File: src/rtl/regfile_write_arbiter.sv
// regfile_write_arbiter: owns the register file write port; zero-sweeps x1..xN after reset,
// then arbitrates core writeback against a debug requester with bounded debug starvation.
module regfile_write_arbiter #(
  parameter int DATA_WIDTH = 32,
  parameter int ADDR_WIDTH = 5,
  parameter int REG_COUNT  = 32,
  parameter int MAX_WAIT   = 3
) (
  input  logic                  CLK,
  input  logic                  rst,
  input  logic                  core_we,
  input  logic [ADDR_WIDTH-1:0] core_addr,
  input  logic [DATA_WIDTH-1:0] core_data,
  output logic                  core_stall,
  input  logic                  dbg_req,
  input  logic [ADDR_WIDTH-1:0] dbg_addr,
  input  logic [DATA_WIDTH-1:0] dbg_data,
  output logic                  dbg_ack,
  output logic                  busy_init,
  output logic                  WE3,
  output logic [ADDR_WIDTH-1:0] A3,
  output logic [DATA_WIDTH-1:0] WD3
);
  localparam int WW = $clog2(MAX_WAIT + 1);
  typedef enum logic {INIT, RUN} state_t;
  state_t                r_state;
  logic [ADDR_WIDTH-1:0] r_init_ptr;
  logic [WW-1:0]         r_wait_cnt;
  logic                  w_init, w_run, w_dbg_pri, w_dbg_gnt, w_core_gnt;
  always_comb begin
    w_init     = !rst && r_state == INIT;
    w_run      = !rst && r_state == RUN;
    w_dbg_pri  = r_wait_cnt == WW'(MAX_WAIT);
    w_dbg_gnt  = w_run && dbg_req && (!core_we || w_dbg_pri);
    w_core_gnt = w_run && core_we && !w_dbg_gnt;
    // x0 writes are still granted/acked, but never reach the register file
    WE3        = w_init || (w_dbg_gnt && dbg_addr != '0) || (w_core_gnt && core_addr != '0);
    A3         = w_init ? r_init_ptr : w_dbg_gnt ? dbg_addr : w_core_gnt ? core_addr : '0;
    WD3        = w_dbg_gnt ? dbg_data : w_core_gnt ? core_data : '0;
    dbg_ack    = w_dbg_gnt;
    core_stall = !rst && core_we && !w_core_gnt;
    busy_init  = rst || r_state == INIT;
  end
  always_ff @(posedge CLK or posedge rst) begin
    if (rst) begin
      r_state    <= INIT;
      r_init_ptr <= ADDR_WIDTH'(1);
      r_wait_cnt <= '0;
    end else if (r_state == INIT) begin
      r_init_ptr <= r_init_ptr + 1'b1;
      if (r_init_ptr == ADDR_WIDTH'(REG_COUNT - 1)) r_state <= RUN;
    end else begin
      r_wait_cnt <= (w_dbg_gnt || !dbg_req) ? '0 : w_dbg_pri ? r_wait_cnt : r_wait_cnt + 1'b1;
    end
  end
endmodule
File: config.mk
export PLATFORM = sky130hd
export DESIGN_NAME = regfile_write_arbiter
export DESIGN_NICKNAME = d
export VERILOG_FILES = /design/src/rtl/regfile_write_arbiter.sv
export SDC_FILE = /design/constraint.sdc
export NUM_CORES = 1
export LEC_CHECK = 0
export ABC_AREA = 1
export CAP_MARGIN = 20
export CELL_PAD_IN_SITES_DETAIL_PLACEMENT = 0
export CELL_PAD_IN_SITES_GLOBAL_PLACEMENT = 1
export CORE_UTILIZATION = 19
export CTS_CLUSTER_DIAMETER = 30
export DETAILED_ROUTE_END_ITERATION = 10
export PLACE_DENSITY_LB_ADDON = 0.08
export REMOVE_ABC_BUFFERS = 1
export SYNTH_ARGS = -nofsm -noshare
export SYNTH_HDL_FRONTEND = slang
export SYNTH_SLANG_ARGS = --single-unit
export TNS_END_PERCENT = 30
File: constraint.sdc
create_clock -name CLK -period 5.07 [get_ports CLK]
set_input_delay 1.014 -clock CLK [delete_from_list [all_inputs] [get_ports CLK]]
set_output_delay 1.014 -clock CLK [all_outputs]
set_load 0.05 [all_outputs]
# Word level (Yosys, flattened, before mapping)
# Index checks and enable logic that the tools add are counted.
# word_totals
elab_cells	41
ram_bits	0
regBits	8
mem_bits_ro	0
latch_bits	0
n_memories	0
# op_classes
bitwise	1
n_mux	9
n_eq_ne	3
n_reduce_logical	23
multipliers	0
order_cmp	0
div_mod_pow	0
add_sub_neg	2
shift	0
# ops
operator	n
32-bit two-way mux	2
5-bit two-way mux	3
1-bit logical AND	10
5-bit nonzero test	2
5-bit by 1-bit adder with 5-bit output, second input constant	1
5-bit equality test, second input constant	1
1-bit zero test	5
1-bit logical OR	5
2-bit two-way mux	2
2-bit by 1-bit adder with 2-bit output, second input constant	1
2-bit equality test, second input constant	1
1-bit two-way mux	2
2-bit by 1-bit inequality test with 1-bit output, second input constant	1
2-bit AND reduction	1
1-bit inverter	1

# Longest topological paths before layout
# logic_depth
word_depth	9
mapped_depth	9

# Worst setup path after synthesis
# No wires, ideal clock.
# synth_timing
path_type	input to output
startpoint	in rst
endpoint	out WE3
slack_ns	1.480
path_stages	5
t_required_ns	4.056
arrival_time_ns	2.576
path_cell_list	inv_2 nand2_2 nor2_4 nand2_1 o21ai_0
# synth_via
elab_chain_len	8
# synth_lines
element	line_no	rtl
start, declared	10	input logic rst,
1-bit zero test (no line) (*)	-	
1-bit logical AND	32	w_run = !rst && r_state == RUN;
1-bit logical AND (2 in series)	34	w_dbg_gnt = w_run && dbg_req && (!core_we || w_dbg_pri);
1-bit zero test	35	w_core_gnt = w_run && core_we && !w_dbg_gnt;
1-bit logical AND	35	
1-bit logical AND	37	WE3 = w_init || (w_dbg_gnt && dbg_addr != '0) || (w_core_gnt && core_addr != '0);
1-bit logical OR (*)	37	
end, declared	20	output logic WE3,
# Every way passes the cells marked *; elsewhere a longest branch is shown, timed or not.

# Worst setup path after layout
# layout_timing
startpoint	in rst
endpoint	out A3[3]
# layout_via
elab_chain_len	9
# layout_lines
element	line_no	rtl
1-bit zero test (no line) (*)	-	
1-bit logical AND	32	
1-bit logical AND (2 in series)	34	
1-bit zero test	35	
1-bit logical AND	35	
5-bit two-way mux (2 in series)	38	A3 = w_init ? r_init_ptr : w_dbg_gnt ? dbg_addr : w_core_gnt ? core_addr : '0;
5-bit two-way mux (*)	38	
end, declared	21	output logic [ADDR_WIDTH-1:0] A3,
# Marks and branches as above.

==> flow_summary.json <==
{
  "clock_power_share_pct": 22.3,
  "placed_area_sq_mm": 0.00233,
  "htreeDepth": 1,
  "syn-cell-area_sq_mm": 0.00116,
  "cts_buffers": 3,
  "maxCapViolations": 0,
  "yosysTopAreaCellShare_pct": 22.7,
  "fin_util_pct": 40.3,
  "yosysWarnings": 0,
  "synth_common_cells": "nand2_1 (70), nand3_1 (41), nand2_2 (21), dfrtp_1 (7), nor2_1 (7)",
  "combPwrFrac_pct": 59.2,
  "yosys.area.top_type": "nand2_1",
  "viasPerCell": 4.17,
  "finalCritPeriodShare_pct": 85.6,
  "p_per_area_mw_per_mm2": 152,
  "finalSetupViolCount": 0,
  "ios": 119,
  "first_iter_violations": 44,
  "grt_pass1_wl_microns": 6910,
  "drc": 0,
  "period_minus_slack_ns": 4.34,
  "total_power_w": 0.000360,
  "grt_max_degree": 39,
  "dieArea_sq_mm": 0.00641,
  "hold_path.class": "reg2reg",
  "setup_tns_ns": 0,
  "grt-ovfl-total": 0,
  "reg2reg_depth": 6,
  "rsz0062_at_grt": "false",
  "max_slew_margin_pct": 65.3,
  "layout-drive-gt1-share_pct": 12.7,
  "hold_buffers": 0,
  "seqPwrFrac_pct": 18.5,
  "end_kind": "output port",
  "core-area_sq_mm": 0.00589,
  "grt_util_all_layers_pct": 13.4,
  "vias": 1565,
  "min_path_cells": 2,
  "ir_worst_vdd_mv": 0.146,
  "p_int_w": 0.000216,
  "clk_latency_ns": 0.23,
  "cp_max_fo": 37,
  "fp.dieH_microns": 80.0,
  "synthArstFlopShare_pct": 100,
  "outcome": "finished clean",
  "synth_edf_count": 0,
  "clockBufferDepth": 2,
  "ys_ff_latch": 8,
  "synth_flop_cell": "dfrtp_1",
  "wl_per_cell_microns": 12.1,
  "antenna_found_initial": 0,
  "startpoint_type": "primary input",
  "diodes": 0,
  "fin_skew_ns": 0.00707,
  "dr.pass1.iters": 3,
  "synthDistinctLibCells": 26,
  "drtAntennaViolNets": 0,
  "synth.area.top_cells": "nand2_1 (23%), nand3_1 (18%), dfrtp_1 (15%), nand2_2 (11%), buf_12 (5.2%)",
  "multi_input_area_sq_um": 801,
  "seq_area_sq_um": 201,
  "fmax_mhz": 230,
  "arrival_ns": 3.33,
  "num_rows": 28,
  "start_util_pct": 19.7,
  "yosysMostFrequentCell": "nand2_1",
  "hold_viol_final": 0,
  "post_cts_resized": 0,
  "slew_violations": 0,
  "cts_setup_buffers": 0,
  "grt_pass1_vias": 1431,
  "netSwitchingPower_w": 0.000144,
  "finalInstanceArea_sq_mm": 0.00237,
  "io_buffer_count": 118,
  "cp.required_ns": 4.06,
  "final_nets": 382,
  "syn_to_final_growth_pct": 105,
  "syn_area_per_cell_sq_um": 6.16,
  "synth_seq_area_share_pct": 17.4,
  "cts_tree": "built",
  "gp_congestion": 0.718,
  "syn_inst": 188,
  "path_clk_slew_ns": 0.04,
  "cts.sink_count": 8,
  "die_w_microns": 80.0,
  "power.leakage_nw": 1.06,
  "wl_microns": 4530,
  "tightest_slew_ns": 0.519,
  "worst-setup-path-type": "in2out",
  "hpwl_microns": 3480,
  "nFillCells": 614,
  "p_sw_share_pct": 40.0,
  "cts-root-buf": "clkbuf_8"
}
==> power groups by stage <==
stage	Combinational (W)	Sequential, W	Clock [W]
6_report	0.000214	0.0000666	0.0000803
3_5_place_dp	0.000215	0.0000675	0
3_3_place_gp	0.000215	0.0000675	0
4_1_cts	0.000216	0.0000666	0.0000817
5_1_grt	0.000227	0.0000667	0.0000872
2_1_floorplan	0.000106	0.0000673	0
==> cells by family after synthesis <==
group | count (synthesis) | synth area share [%]
XOR/XNOR | 3 | 2.27
flip-flops | 8 | 17.4
adder cells (fa/ha/maj) | 3 | 3.24
AO/OA/AOI/OAI | 6 | 3.24
buffers and inverters | 22 | 13.4
AND/OR/NAND/NOR | 146 | 60.4
==> flip-flops by register name, indices dropped and copies added, names as in the netlist <==
signal,flops
r_wait_cnt,2
r_state,1
r_init_ptr,5
==> critical path, cell delays in order <==
cell             delay [ns]
clkdlybuf4s50_1        0.53
inv_2                  0.22
nand2_2                0.10
nor2_4                 0.08
buf_4                  0.34
nand3_1                0.11
nand3_1                0.11
clkdlybuf4s50_1        0.80
==> placed cells by master (no fill, tap or decap) <==
cell type / count
a21boi_0: 1
a21oi_1: 2
buf_4: 5
clkbuf_1: 1
clkbuf_8: 3
clkdlybuf4s50_1: 115
dfrtp_1: 7
dfstp_2: 1
ha_1: 3
inv_1: 6
inv_2: 2
inv_4: 2
nand2_1: 70
nand2_2: 21
nand3_1: 41
nand3_4: 1
nand4_1: 3
nor2_1: 7
nor2_4: 1
nor2_8: 1
o211ai_1: 2
o21ai_0: 1
or2_2: 1
xnor2_1: 1
xor2_1: 2
==> cell type report <==
class | count | area share, %
Inverter | 10 | 1.79
Multi-Input combinational cell | 158 | 33.8
Clock buffer | 4 | 1.90
Timing Repair Buffer | 120 | 50.1
Sequential cell | 8 | 8.49
Tap cell | 75 | 3.96
==> stage by stage <==
| stage | cells | hold slack [ns] | worst slack [ns] |
|---|---|---|---|
| floorplan | 176 | 0.446 | 1.04 |
| global placement | 371 | 0.467 | 0.690 |
| finish | 375 | 0.474 | 0.731 |
| global route | 375 | 0.501 | 0.544 |
| CTS | 375 | 0.477 | 0.695 |
| detailed placement | 371 | 0.468 | 0.694 |
==> final timing paths <==
| check | startpoint | to | slack, ns |
|---|---|---|---|
| max in group asynchronous | rst | r_init_ptr[0]$_DFFE_PP1N_ | 3.64 |
| hold reg to reg | r_wait_cnt[1]$_DFFE_PP0P_ | r_wait_cnt[1]$_DFFE_PP0P_ | 0.47 |
| hold / removal | r_wait_cnt[1]$_DFFE_PP0P_ | r_wait_cnt[1]$_DFFE_PP0P_ | 0.47 |
| setup reg to reg | r_init_ptr[0]$_DFFE_PP1N_ | r_init_ptr[4]$_DFFE_PP0N_ | 3.73 |
| min in group asynchronous | rst | r_init_ptr[4]$_DFFE_PP0N_ | 1.18 |
| setup / recovery | rst | A3[3] | 0.73 |
==> routing by layer <==
| layer | wire (microns) | global-route usage (%) |
|---|---|---|
| met1 | 1960 | 16.8 |
| met2 | 2190 | 23.9 |
| met3 | 351 | 2.06 |
| met4 | 21 | 2.68 |
| met5 | 0 | 0 |
Note: power is estimated with default switching activity, not from simulation.
